--- src/rtl/muldiv_unit_if.sv ---
// Start/busy/done request bus between the core control FSM and the RV32M muldiv unit.
// Operands and funct3 travel with start; result is valid while done is high.
interface muldiv_unit_if;
  logic        start;
  logic [2:0]  funct3;
  logic [31:0] operand_a;
  logic [31:0] operand_b;
  logic        busy;
  logic        done;
  logic [31:0] result;

  modport master (
    output start, funct3, operand_a, operand_b,
    input  busy, done, result
  );

  modport slave (
    input  start, funct3, operand_a, operand_b,
    output busy, done, result
  );
endinterface

--- src/rtl/muldiv_unit.sv ---
// Iterative RV32M multiply/divide: 32 RUN iterations + FIX, done after the 33rd edge past accept.
// No backpressure: start is only sampled in IDLE/DONE and ignored while busy.
module muldiv_unit (
  input  logic         clock,
  input  logic         reset_n,
  muldiv_unit_if.slave bus
);

  typedef enum logic [1:0] {IDLE, RUN, FIX, DONE} state_t;

  state_t      state;
  logic [4:0]  cnt;
  logic [2:0]  op;
  logic [31:0] opnd;     // multiplicand or divisor magnitude
  logic [31:0] a_orig;
  logic [31:0] hi;
  logic [31:0] lo;
  logic        neg;
  logic        div0;
  logic        busy_q;
  logic        done_q;
  logic [31:0] result_q;

  // Operand conditioning at accept time
  logic        a_signed, b_signed, sa, sb, sign_in;
  logic [31:0] a_abs, b_abs;

  always_comb begin
    a_signed = bus.funct3[2] ? ~bus.funct3[0] : (bus.funct3[0] ^ bus.funct3[1]);
    b_signed = bus.funct3[2] ? ~bus.funct3[0] : (bus.funct3[1:0] == 2'b01);
    sa       = a_signed & bus.operand_a[31];
    sb       = b_signed & bus.operand_b[31];
    a_abs    = sa ? (32'd0 - bus.operand_a) : bus.operand_a;
    b_abs    = sb ? (32'd0 - bus.operand_b) : bus.operand_b;
    sign_in  = (bus.funct3[2] & bus.funct3[1]) ? sa : (sa ^ sb);
  end

  // One iteration of shift-add (multiply) or restoring division
  logic [32:0] mul_sum;
  logic [32:0] div_shift;
  logic [31:0] div_sub;
  logic        div_ge;

  always_comb begin
    mul_sum   = {1'b0, hi} + (lo[0] ? {1'b0, opnd} : 33'd0);
    div_shift = {hi, lo[31]};
    div_ge    = (div_shift >= {1'b0, opnd});
    div_sub   = div_shift[31:0] - opnd;
  end

  // Sign fix-up and special cases; signed overflow falls out of the magnitude path naturally
  logic [63:0] prod_s;
  logic [31:0] quo_s, rem_s, fix_result;

  always_comb begin
    prod_s = neg ? (64'd0 - {hi, lo}) : {hi, lo};
    quo_s  = neg ? (32'd0 - lo) : lo;
    rem_s  = neg ? (32'd0 - hi) : hi;
    if (!op[2])
      fix_result = (op[1:0] == 2'b00) ? prod_s[31:0] : prod_s[63:32];
    else if (div0)
      fix_result = op[1] ? a_orig : 32'hFFFF_FFFF;
    else
      fix_result = op[1] ? rem_s : quo_s;
  end

  always_ff @(posedge clock or negedge reset_n) begin
    if (!reset_n) begin
      state    <= IDLE;
      cnt      <= 5'd0;
      op       <= 3'd0;
      opnd     <= 32'd0;
      a_orig   <= 32'd0;
      hi       <= 32'd0;
      lo       <= 32'd0;
      neg      <= 1'b0;
      div0     <= 1'b0;
      busy_q   <= 1'b0;
      done_q   <= 1'b0;
      result_q <= 32'd0;
    end else begin
      case (state)
        IDLE, DONE: begin
          done_q <= 1'b0;
          busy_q <= bus.start;
          if (bus.start) begin
            state  <= RUN;
            cnt    <= 5'd0;
            op     <= bus.funct3;
            a_orig <= bus.operand_a;
            neg    <= sign_in;
            div0   <= (bus.operand_b == 32'd0);
            hi     <= 32'd0;
            opnd   <= bus.funct3[2] ? b_abs : a_abs;
            lo     <= bus.funct3[2] ? a_abs : b_abs;
          end else begin
            state <= IDLE;
          end
        end
        RUN: begin
          if (op[2]) begin
            hi <= div_ge ? div_sub : div_shift[31:0];
            lo <= {lo[30:0], div_ge};
          end else begin
            hi <= mul_sum[32:1];
            lo <= {mul_sum[0], lo[31:1]};
          end
          cnt <= cnt + 5'd1;
          if (cnt == 5'd31) state <= FIX;
        end
        FIX: begin
          state    <= DONE;
          busy_q   <= 1'b0;
          done_q   <= 1'b1;
          result_q <= fix_result;
        end
        default: state <= IDLE;
      endcase
    end
  end

  assign bus.busy   = busy_q;
  assign bus.done   = done_q;
  assign bus.result = result_q;

endmodule

--- src/flat_wrapper.sv ---
// flat-port wrapper written by rule: the top's interface ports become plain ports
module muldiv_unit_flat 
  (clock, reset_n, bus_start, bus_funct3, bus_operand_a, bus_operand_b, bus_busy, bus_done, bus_result);
  muldiv_unit_if bus_i ();
  input  logic clock;
  input  logic reset_n;
  input wire logic [$bits(bus_i.start)-1:0] bus_start;
  input wire logic [$bits(bus_i.funct3)-1:0] bus_funct3;
  input wire logic [$bits(bus_i.operand_a)-1:0] bus_operand_a;
  input wire logic [$bits(bus_i.operand_b)-1:0] bus_operand_b;
  output wire logic [$bits(bus_i.busy)-1:0] bus_busy;
  output wire logic [$bits(bus_i.done)-1:0] bus_done;
  output wire logic [$bits(bus_i.result)-1:0] bus_result;
  assign bus_i.start = bus_start;
  assign bus_i.funct3 = bus_funct3;
  assign bus_i.operand_a = bus_operand_a;
  assign bus_i.operand_b = bus_operand_b;
  assign bus_busy = bus_i.busy;
  assign bus_done = bus_i.done;
  assign bus_result = bus_i.result;
  muldiv_unit u_core (.clock(clock), .reset_n(reset_n), .bus(bus_i));
endmodule
--- config.mk ---
export PLATFORM = sky130hd
export DESIGN_NAME = muldiv_unit_flat
export DESIGN_NICKNAME = d
export VERILOG_FILES = /design/src/rtl/muldiv_unit_if.sv /design/src/rtl/muldiv_unit.sv /design/src/flat_wrapper.sv
export SDC_FILE = /design/constraint.sdc
export NUM_CORES = 1
export LEC_CHECK = 0
export CORE_ASPECT_RATIO = 0.9
export CORE_MARGIN = 10
export CORE_UTILIZATION = 60
export CTS_BUF_LIST = sky130_fd_sc_hd__clkbuf_8
export DETAILED_ROUTE_END_ITERATION = 16
export PLACE_DENSITY = 0.85
export SLEW_MARGIN = 5
export SYNTH_ARGS = -nofsm -noshare
export SYNTH_HDL_FRONTEND = slang
export SYNTH_SLANG_ARGS = --single-unit
--- constraint.sdc ---
create_clock -name clock -period 4 [get_ports clock]
set_clock_uncertainty 0.15 [all_clocks]
set_input_delay 0.4 -clock clock [delete_from_list [all_inputs] [get_ports clock]]
set_output_delay 0.4 -clock clock [all_outputs]
set_load 0.02 [all_outputs]
==> run_results.csv <==
group,metric,value,unit
route,routed_wirelength,62.5,mm
floorplanning,die_area,33600,um2
floorplanning,io_pins,104,
finish,nets,2281,
grt,grtUsageMet1,52.2,%
route,routedWlPerCell,25.0,um
grt,met2_usage,49.1,%
synthesis,synth_top_family_by_area,"compound AO/OA/AOI/OAI gates",
setup_path,critPathSlowestCell,"nor4_1",
synthesis,synthCells,2078,
power_and_ir_drop,p_per_area,1010,nW/um2
run_status,outcome,"finished, final reports clean",
synthesis,ys_ff_latch,174,
route,drc,0,
floorplanning,core_area,26100,um2
synthesis,synth_compound_area_share,25.9,%
finish,finalNonFillerCells,2496,
synthesis,yosys_most_used_dff,"dfrtp_1",
floorplanning,die_y,175,um
cts,cts_tree,"yes",
cts,clkSlewWorstSetupHoldPaths,0.11,ns
route,ant_nets,0,
floorplanning,rows,56,
cts,htree_levels,4,
timing,slew_headroom,37.5,%
hold_path,hp-class,"in -> reg",
cts,clk-insertion-delay-late,0.50,ns
cts,clock_path_buffers,2,
grt,grt_pass1_wl,94.1,mm
cts,cts_root_buffer,"clkbuf_8",
finish,diodes,0,
setup_path,cp-start-kind,"flip-flop",
power_and_ir_drop,peakVddDrop,649,uV
synthesis,syn_area,16000,um2
timing,period_needed,3.91,ns
synthesis,synth_fa_ha_area_share,6.04,%
grt,grtUsageMet3,13.5,%
route,drtPass1Iterations,11,
setup_path,rr_startpoint,"u_core.lo[2]",
grt,grt_pass1_vias,15400,
setup_path,cp_cell_sequence,"nor4_1, nand3b_1, nor4_1, nand4_1, o21a_1, o21a_1, nor3_1, a211oi_1, a21oi_1, mux2_2",
power_and_ir_drop,leakage,7.84,nW
setup_path,slowest_delay,0.74,ns
finish,drive_gt1_share,9.92,%
synthesis,synth_fp_nets,2224,
setup_path,critPathLaunch,"u_core.lo[2]",
placed_design,port_buffers,103,
placed_design,dpl.cell_count,2459,
cts,cts_num_sinks,174,
grt,grt-busiest-layer,"met1",
floorplanning,initial_core_util,61.2,%
grt,track_usage,36.4,%
timing,worst_pin_slew,0.937,ns
setup_path,cp.required,4.30,ns
setup_path,crit_arrival,4.20,ns
finish,final_common_cell,"nand2_1",
power_and_ir_drop,power,0.0183,W
grt,grt_max_degree,100,
setup_path,endpoint_kind,"flip-flop",
synthesis,ys_warn_count,0,
grt,overflow,0,
placed_design,gp_congestion,1.04,
timing,tns,0,ns
grt,antenna_found_initial,0,
finish,mostFrequentLayoutCells,"236 x nand2_1, 215 x a21oi_1, 213 x nor2_1",
setup_path,cp_max_fo,8,
route,num_vias,17000,
finish,area_delta_synth_final,12.7,%
synthesis,synth_enable_flop_cells,0,
hold_path,min-delay-start,"bus_funct3[2]",
timing,final_max_slew_viol_count,0,
synthesis,avgSynthCellArea,7.69,um2
cts,cts-buffers-inserted,17,
route,first_iter_violations,2367,
timing,hold_violations,0,
synthesis,synthSimpleGateAreaFrac,18.2,%
synthesis,synth_cell_types,76,
floorplanning,die-width,192,um
synthesis,synthXorXnorAreaFrac,11.1,%
setup_path,path_class,"reg -> reg",
synthesis,yosysSeqAreaShare,27.2,%
timing,fin_hold_ws,0.182,ns
timing,max_freq,256,MHz
synthesis,synthMuxAreaShare,6.14,%
flow_run,drv_cap,0,
synthesis,synthArstFlopShare,100,%
timing,setup_viol,0,
placed_design,dp_hpwl,48.7,mm
timing,finalCritPeriodShare,97.7,%
route,via_per_inst,6.83,
[registers in the layout, indices dropped and copies added (netlist names), 2 cells and up]
register and flops:
u_core.op 3, u_core.a_orig 32, u_core.lo 32, u_core.hi 32, u_core.cnt 5, u_core.state 2, u_core.bus.result 32, u_core.opnd 32
[cells by family (layout without fill, tap and decap cells)]
kind of cell,count (synthesis),count (layout)
AO/OA/AOI/OAI,671,671
AND/OR/NAND/NOR,640,640
buffers and inverters,224,294
XOR/XNOR,203,203
flip-flops,174,174
multiplexers,90,90
adder cells (fa/ha/maj),76,76
[routing by layer]
layer  vias up  part of all wire, %
met5         -                    0
met4         0                  3.3
met3       139                   16
met2      1313                   39
met1      8063                   42
li1       7532                    -
[path summary, 6_finish.rpt]
check                                   endpoint  slack, ns  cells after the start
setup / recovery           u_core.bus.result[26]       0.09                     10
hold / removal                     u_core.lo[29]       0.18                      3
setup reg to reg           u_core.bus.result[26]       0.09                     10
hold reg to reg                  u_core.bus.done       0.35                      2
max in group asynchronous  u_core.bus.result[13]       2.29                      3
min in group asynchronous        u_core.opnd[13]       0.39                      2
[synthesized netlist by cell type, types with 14 or more instances]
| library cell | count | share of area (%) |
|---|---|---|
| o31ai_1 | 32 | 1.5 |
| a211oi_1 | 35 | 1.6 |
| nor2_1 | 213 | 5.0 |
| mux2_2 | 54 | 3.8 |
| ha_1 | 74 | 5.8 |
| xor2_1 | 96 | 5.3 |
| nand2_1 | 237 | 5.6 |
| nand2b_1 | 23 | 0.90 |
| o211ai_1 | 25 | 1.2 |
| or4_1 | 18 | 0.85 |
| nand3_1 | 22 | 0.69 |
| inv_1 | 69 | 1.6 |
| xnor2_1 | 107 | 5.9 |
| mux2i_1 | 35 | 2.2 |
| a21o_1 | 42 | 2.0 |
| nor3_1 | 36 | 1.1 |
| nor4_1 | 18 | 0.70 |
| dfrtp_1 | 174 | 27 |
| clkbuf_1 | 132 | 3.1 |
| a21oi_1 | 215 | 6.7 |
| o21ai_0 | 180 | 5.6 |
| o21a_1 | 14 | 0.66 |
[area by class of cell]
| cell class | count | area, um2 |
|---|---|---|
| clock buffers | 18 | 248 |
| clock inverters | 14 | 156 |
| fillers | 2149 | 8110 |
| inverters | 71 | 270 |
| multi-input cells | 1680 | 10800 |
| flip-flops and latches | 174 | 4360 |
| well taps | 348 | 435 |
| repair buffers | 191 | 1720 |
[through the flow]
stage | cell area (um2) | utilization [%] | worst slack (ns)
after detailed placement | 17600 | 67.2 | 0.0424
after global routing | 18000 | 69.0 | -0.00525
final | 18000 | 69.0 | 0.0937
after floorplan | 16000 | - | 0.340
after CTS | 18000 | 68.7 | 0.154
after global placement | 17600 | 67.2 | 0.131
[repair_timing]
| action | 4_1_cts | 5_1_grt |
|---|---|---|
| hold endpoints to repair | 93 | 0 |
| resized for setup | 0 | 8 |
| setup buffers | 0 | 4 |
| endpoints found under the setup margin | 0 | 7 |
| hold buffers | 1 | 0 |
[worst max-delay path: cells and delay by family, from the launching register on]
family / cells / cell delay, ns
mux: 1 / 0.26
flops: 1 / 0.54
simple gates: 5 / 1.91
compound gates: 4 / 0.99
[power breakdown]
group	internal, W	switching (W)
clock	0.000584	0.000761
sequential	0.00259	0.00126
combinational	0.00498	0.00811
total	0.00815	0.0101
(Power assumes the default switching activity.)
